$ cat src/rtl/mem_stage_pkg.sv
// mem_stage_pkg: shared types and constants for the memory stage.
//   mem_state_e       - sequencer states of the SRAM access FSM
//   SRAM_DW           - SRAM data-bus width (one half-word)
//   DEFAULT_DATA_BASE - byte address that maps onto SRAM half-word 0
package mem_stage_pkg;

  typedef enum logic [1:0] {
    ST_IDLE = 2'd0,
    ST_LOW  = 2'd1,
    ST_HIGH = 2'd2,
    ST_DONE = 2'd3
  } mem_state_e;

  localparam int SRAM_DW = 16;
  localparam logic [31:0] DEFAULT_DATA_BASE = 32'd1024;

endpackage

$ cat src/rtl/sram_controller.sv
// sram_controller: splits one 32-bit access into two half-word SRAM
// transactions (low half, then high half), each held WAIT_CYCLES cycles.
// Ports:
//   clk, rst      - clock, async active-high reset
//   start         - accepted request (already filtered by any fault check)
//   write         - 1 = store, 0 = load (stable while the access runs)
//   hw_index      - word index; half-word address = {hw_index, half}
//   wdata         - store data
//   sram_dq_in    - SRAM read data
//   freeze        - stall for upstream stages
//   sram_addr, sram_dq_out, sram_dq_oe, sram_we_n - SRAM pins
//   mem_data      - captured load data
//   state_dbg     - current FSM state
//
// Handshake: a request is taken when start=1 in IDLE; the requester must
// hold its inputs while freeze=1. The access completes in DONE, where
// freeze=0 so the requester advances on that clock edge.
module sram_controller
  import mem_stage_pkg::*;
#(
  parameter int WAIT_CYCLES = 2,
  parameter int SRAM_AW     = 18
) (
  input  logic               clk,
  input  logic               rst,
  input  logic               start,
  input  logic               write,
  input  logic [SRAM_AW-2:0] hw_index,
  input  logic [31:0]        wdata,
  input  logic [SRAM_DW-1:0] sram_dq_in,
  output logic               freeze,
  output logic [SRAM_AW-1:0] sram_addr,
  output logic [SRAM_DW-1:0] sram_dq_out,
  output logic               sram_dq_oe,
  output logic               sram_we_n,
  output logic [31:0]        mem_data,
  output logic [1:0]         state_dbg
);

  localparam int CW = $clog2(WAIT_CYCLES + 1);
  localparam logic [CW-1:0] LAST_CNT = CW'(WAIT_CYCLES - 1);
  // With a single wait cycle there is no room for a data-hold cycle.
  localparam bit SINGLE = (WAIT_CYCLES == 1);

  mem_state_e    state, state_nx;
  logic [CW-1:0] cnt;
  logic          last;
  logic          busy;

  assign last      = (cnt == LAST_CNT);
  assign busy      = (state == ST_LOW) || (state == ST_HIGH);
  assign state_dbg = state;

  always_ff @(posedge clk or posedge rst) begin
    if (rst) begin
      state <= ST_IDLE;
      cnt   <= '0;
    end else begin
      state <= state_nx;
      if (state_nx != state) cnt <= '0;
      else if (busy)         cnt <= cnt + 1'b1;
    end
  end

  always_comb begin
    state_nx = state;
    case (state)
      ST_IDLE: if (start) state_nx = ST_LOW;
      ST_LOW:  if (last)  state_nx = ST_HIGH;
      ST_HIGH: if (last)  state_nx = ST_DONE;
      ST_DONE: state_nx = ST_IDLE;
      default: state_nx = ST_IDLE;
    endcase
  end

  // Reset gates the request term so freeze drops in the reset cycle itself.
  assign freeze = ((state == ST_IDLE) && start && !rst) || busy;

  always_comb begin
    sram_addr   = '0;
    sram_dq_out = '0;
    sram_dq_oe  = 1'b0;
    sram_we_n   = 1'b1;
    if (busy) begin
      sram_addr = {hw_index, (state == ST_HIGH)};
      if (write) begin
        sram_dq_oe  = 1'b1;
        sram_dq_out = (state == ST_HIGH) ? wdata[31:16] : wdata[15:0];
        // Last cycle of each half holds data with the strobe released.
        sram_we_n   = SINGLE ? 1'b0 : last;
      end
    end
  end

  always_ff @(posedge clk or posedge rst) begin
    if (rst) begin
      mem_data <= '0;
    end else if (!write && last) begin
      if (state == ST_LOW)  mem_data[15:0]  <= sram_dq_in;
      if (state == ST_HIGH) mem_data[31:16] <= sram_dq_in;
    end
  end

endmodule

$ cat src/rtl/mem_stage_sram.sv
// mem_stage_sram: memory stage of the pipeline. Performs 32-bit loads and
// stores on a 16-bit SRAM, stalls upstream with freeze while busy, and
// passes ALU result and write-back controls to MEM/WB combinationally.
// Optional feature macro: MEM_STAGE_ALIGN_CHECK_EN - when defined,
// misaligned or out-of-range requests raise align_err and are not started.
// Ports:
//   clk, rst                                 - clock, async active-high reset
//   mem_read_en, mem_write_en, wb_en_in      - execute-stage controls
//   alu_res, val_Rm, dest_in                 - address/result, store data, dest
//   mem_read_en_out, wb_en, alu_res_out, dest - passthroughs to MEM/WB
//   mem_data                                 - registered load data
//   freeze                                   - stall request
//   sram_addr, sram_dq_out, sram_dq_in, sram_dq_oe, sram_we_n - SRAM pins
//   align_err                                - faulting access flag
//   dbg_state                                - current FSM state
module mem_stage_sram
  import mem_stage_pkg::*;
#(
  parameter logic [31:0] DATA_BASE   = DEFAULT_DATA_BASE,
  parameter int          WAIT_CYCLES = 2,
  parameter int          SRAM_AW     = 18
) (
  input  logic               clk,
  input  logic               rst,
  input  logic               mem_read_en,
  input  logic               mem_write_en,
  input  logic               wb_en_in,
  input  logic [31:0]        alu_res,
  input  logic [31:0]        val_Rm,
  input  logic [3:0]         dest_in,
  output logic               mem_read_en_out,
  output logic               wb_en,
  output logic [31:0]        alu_res_out,
  output logic [3:0]         dest,
  output logic [31:0]        mem_data,
  output logic               freeze,
  output logic [SRAM_AW-1:0] sram_addr,
  output logic [15:0]        sram_dq_out,
  input  logic [15:0]        sram_dq_in,
  output logic               sram_dq_oe,
  output logic               sram_we_n,
  output logic               align_err,
  output logic [1:0]         dbg_state
);

  logic        req;
  logic [31:0] off;
  logic        start;

  assign req = mem_read_en | mem_write_en;
  assign off = alu_res - DATA_BASE;

  assign mem_read_en_out = mem_read_en;
  assign wb_en           = wb_en_in;
  assign alu_res_out     = alu_res;
  assign dest            = dest_in;

`ifdef MEM_STAGE_ALIGN_CHECK_EN
  assign align_err = req & ((off[1:0] != 2'b00) | (alu_res < DATA_BASE) |
                            (off[31:SRAM_AW+1] != '0));
`else
  logic unused_off_bits;
  assign unused_off_bits = ^{off[1:0], off[31:SRAM_AW+1]};
  assign align_err = 1'b0;
`endif

  assign start = req & ~align_err;

  sram_controller #(
    .WAIT_CYCLES(WAIT_CYCLES),
    .SRAM_AW    (SRAM_AW)
  ) u_ctrl (
    .clk        (clk),
    .rst        (rst),
    .start      (start),
    .write      (mem_write_en),
    .hw_index   (off[SRAM_AW:2]),
    .wdata      (val_Rm),
    .sram_dq_in (sram_dq_in),
    .freeze     (freeze),
    .sram_addr  (sram_addr),
    .sram_dq_out(sram_dq_out),
    .sram_dq_oe (sram_dq_oe),
    .sram_we_n  (sram_we_n),
    .mem_data   (mem_data),
    .state_dbg  (dbg_state)
  );

endmodule

$ cat config.mk
export PLATFORM = sky130hd
export DESIGN_NAME = mem_stage_sram
export DESIGN_NICKNAME = d
export VERILOG_FILES = /design/src/rtl/mem_stage_pkg.sv /design/src/rtl/sram_controller.sv /design/src/rtl/mem_stage_sram.sv
export SDC_FILE = /design/constraint.sdc
export NUM_CORES = 1
export LEC_CHECK = 0
export CELL_PAD_IN_SITES_DETAIL_PLACEMENT = 1
export CELL_PAD_IN_SITES_GLOBAL_PLACEMENT = 1
export CORE_MARGIN = 3
export CORE_UTILIZATION = 20
export CTS_BUF_LIST = sky130_fd_sc_hd__clkbuf_4
export DETAILED_ROUTE_END_ITERATION = 6
export PLACE_DENSITY_LB_ADDON = 0.1
export SYNTH_ARGS = -nofsm -noshare
export SYNTH_HDL_FRONTEND = slang
export SYNTH_SLANG_ARGS = --single-unit
$ cat constraint.sdc
create_clock -name clk -period 1.7 [get_ports clk]
set_input_delay 0.34 -clock clk [delete_from_list [all_inputs] [get_ports clk]]
set_output_delay 0.34 -clock clk [all_outputs]
set_load 0.02 [all_outputs]
==> out/qor.yml <==
timing:
  fin_worst_skew_ns: 0.008631
  unrepaired_setup_endpoints_after_global_routing: "yes"
  max_freq_mhz: 464.9
  fin_worst_hold_slack_ns: 0.3584
  final.min_clock_period_ns: 2.151
  final_report_max_slew_violation_count: 0
  period_share_pct: 126.5
  hold_viol_final: 0
  timing.final.ws_setup_ns: -0.4510
  timing.final.setup_violations: 37
worst_setup_path:
  cp-start-kind: "input pin"
  cp_slowest_stage_delay_ns: 0.55
  cpLargestDelayFamily: "simple AND/OR/NAND/NOR gates"
  worst_path_most_repeated_cell: "buf_6"
  rrSetupSlack_ns: 0.01
  critical_path.cell_chain: "buf_12 -> buf_6 -> or4_4 -> or3_4 -> a21oi_4 -> buf_6"
  start_to_end_type_of_the_worst_setup_path: "in -> out"
  r2r.worst_path.cells: 7
  timing.rr.end: "u_ctrl.cnt[0]$_DFFE_PP0P_"
  rr_startpoint: "u_ctrl.state_dbg[0]$_DFF_PP0_"
  critPathLaunch: "alu_res[10]"
  crit_path_buf_inv_count: 3
  worst_ep_required_time_ns: 1.36
  cp_max_fo: 5
  critical-path-slowest-cell: "or4_4"
  cp-end-kind: "output port"
  worstPathArrival_ns: 1.81
place:
  placement.io_buffers: 157
  finalWeightedCongestion: 0.7022
  placed_area_sq_um: 4390
  dp_hpwl_mm: 6.292
power_and_ir_drop:
  power.ir.vdd_worst_mv: 0.5604
  static-leakage-power_nw: 2.515
  power-per-cell-area_nw_per_um2: 1495
detailed_routing:
  postRouteWirelength_mm: 8.405
  drc_errors: 0
  detail_route.wl_per_cell_um: 15.74
  drtPass1Iterations: 3
  viasPerCell: 4.191
  num_vias: 2238
  final_antenna_net_count: 0
  detail_route.iter0.violations: 27
run_status:
  status: "finished, violations left"
  failed_checks: "setup timing"
global_routing:
  grt_start_max_net_pins: 29
  grt_pass1_vias: 2519
  grt.met2_usage_pct: 23.54
  antenna_violations_before_repair: 0
  met3_usage_pct: 5.027
  wire_length_of_the_first_global_routing_pass_mm: 13.57
  grt_most_used_layer: "met2"
  use_met1_pct: 14.48
  gr-total-overflow: 0
  gr_usage_total_pct: 13.03
clocking:
  cts_buffer_depth: 2
  tritoncts: "yes"
  cts_buffers: 5
  worst_skew_pair.late_latency_ns: 0.33
  cts.sink_count: 36
  clk_transition_reported_paths_ns: 0.11
  cts.root.buffer_cell: "clkbuf_4"
  cts_hold_buf: 0
  cts-htree-levels: 2
floorplan:
  placement_rows: 38
  die_height_um: 112.8
  boundaryPins: 199
  dieWidth_um: 112.8
  placeableCoreArea_sq_um: 10980
  die_area_sq_um: 12720
  start_util_pct: 20.77
logic_synthesis:
  postSynthRegisterBits: 36
  yosysWarnings: 0
  async_flop_share_pct: 100.0
  share_of_the_yosys_chip_area_belonging_to_registers_pct: 39.50
  syn_avg_cell_area_sq_um: 10.37
  netlist_instances: 220
  syn_nets: 315
  count_of_flip_flops_with_a_built_in_enable_after_synthesis: 0
  predominant_post_synthesis_flop_cell: "dfrtp_1"
  yosysUniqueCellTypes: 33
  netlist_area_sq_um: 2281
cells_and_area:
  syn_to_final_growth_pct: 120.5
  design.final.nets: 488
  num-fill-cells: 1154
  drive_gt1_share_pct: 50.51
  stdcell_area_sq_um: 5029
  antenna_cells: 0
run:
  timing.max_cap.violations: 0
worst_hold_path:
  hold_path.class: "in -> async"
-- power by group --
| part | leakage (nW) | switching [mW] | internal, mW |
|---|---|---|---|
| sequential | 0.454 | 0.198 | 1.23 |
| combinational | 2.03 | 2.58 | 3.03 |
| clock | 0.0338 | 0.284 | 0.191 |
-- placed cells by master (no fill, tap or decap), drive strengths merged --
cell type / synthesis / layout
buf: 43 / 94
clkdlybuf4s50: 0 / 70
dfrtp: 36 / 36
mux2: 32 / 32
dlymetal6s2s: 0 / 30
nor2: 20 / 20
mux2i: 16 / 16
dlygate4sd2: 0 / 13
clkbuf: 3 / 11
a21oi: 9 / 9
and2: 8 / 8
inv: 8 / 7
o21ai: 6 / 6
ha: 6 / 6
nand2: 5 / 5
or3: 4 / 4
o31ai: 4 / 4
or2: 4 / 4
nor4: 2 / 2
or4: 2 / 2
xnor2: 2 / 2
nor2b: 2 / 2
clkinv: 0 / 2
nand2b: 1 / 1
o32ai: 1 / 1
or4bb: 1 / 1
o41ai: 1 / 1
o22ai: 1 / 1
o22a: 1 / 1
or3b: 1 / 1
conb: 1 / 1
clkdlybuf4s15: 0 / 1
-- cell usage after synthesis, types with 2 or more instances --
cell	n	share of area, %
nor2b_1	2	0.55
and2_1	8	2.2
o21ai_0	6	1.3
mux2_1	24	12
nor2_1	20	3.3
dfrtp_1	36	39
nand2_1	5	0.82
o31ai_1	4	1.3
inv_1	7	1.2
or2_0	2	0.55
mux2i_1	16	7.0
nor4_1	2	0.55
clkbuf_1	3	0.49
ha_1	6	3.3
or2_2	2	0.55
a21oi_1	9	2.0
xnor2_1	2	0.77
mux2_2	8	3.9
or3_1	3	0.82
buf_2	3	0.66
buf_4	40	13
-- cells by family after synthesis --
kind of cell | Yosys count | synth area share (%)
multiplexers | 48 | 22.82
AND/OR/NAND/NOR | 50 | 11.79
buffers and inverters | 54 | 15.63
AO/OA/AOI/OAI | 23 | 6.034
other | 1 | 0.1644
adder cells (fa/ha/maj) | 6 | 3.291
flip-flops | 36 | 39.50
XOR/XNOR | 2 | 0.7681
-- tightest hold or removal path, stage by stage --
cell and delay (ns):
clkdlybuf4s50_1 0.44, inv_1 0.09, buf_4 0.17
-- metal layers --
| layer | up-vias | part of all wire (%) |
|---|---|---|
| met5 | - | 0 |
| met4 | 0 | 1.5 |
| met3 | 13 | 9.1 |
| met2 | 96 | 51 |
| met1 | 1064 | 38 |
| li1 | 1065 | - |
-- through the flow --
step | TNS (ns) | utilization (%) | power (mW) | setup slack [ns] | std cells
finish | -9.768 | 45.78 | 7.516 | -0.4510 | 534
global route | -12.91 | 45.78 | 8.026 | -0.4922 | 534
CTS | -10.19 | 43.24 | 7.306 | -0.5241 | 528
detailed placement | -28.28 | 39.97 | 6.142 | -1.303 | 507
global placement | -27.91 | 39.97 | 6.089 | -1.283 | 507
floorplan | -0.8758 | - | 3.988 | -0.1473 | 220
-- repair_timing --
item / CTS / global route
setup buffers: 12 / 9
endpoints found under the setup margin: 68 / 88
gates resized for setup: 291 / 84
gates cloned: 2 / 0
pin swaps: 9 / 14
-- cell type report --
cell class	count	area [sq um]	area share [%]
timing repair buffer	212	2276	45.26
multi-input combinational	130	1553	30.88
sequential	36	903.4	17.96
tap	140	175.2	3.483
inverter	8	65.06	1.294
clock buffer	7	52.55	1.045
clock inverter	1	3.754	0.07465
-- registers in the layout, summed over array words and instances (netlist names) --
signal	cells
u_ctrl.cnt	2
u_ctrl.state_dbg	2
u_ctrl.mem_data	32
-- how the worst max path moves through the flow --
stage / end / cells after the start / slack [ns]
3_3_place_gp: sram_addr[17] / 8 / -1.28
5_1_grt: sram_addr[14] / 6 / -0.49
2_1_floorplan: sram_addr[17] / 5 / -0.15
4_1_cts: sram_addr[17] / 8 / -0.52
6_report: sram_addr[14] / 6 / -0.45
3_5_place_dp: sram_addr[17] / 8 / -1.30
Power figures use the tool's default switching activity.
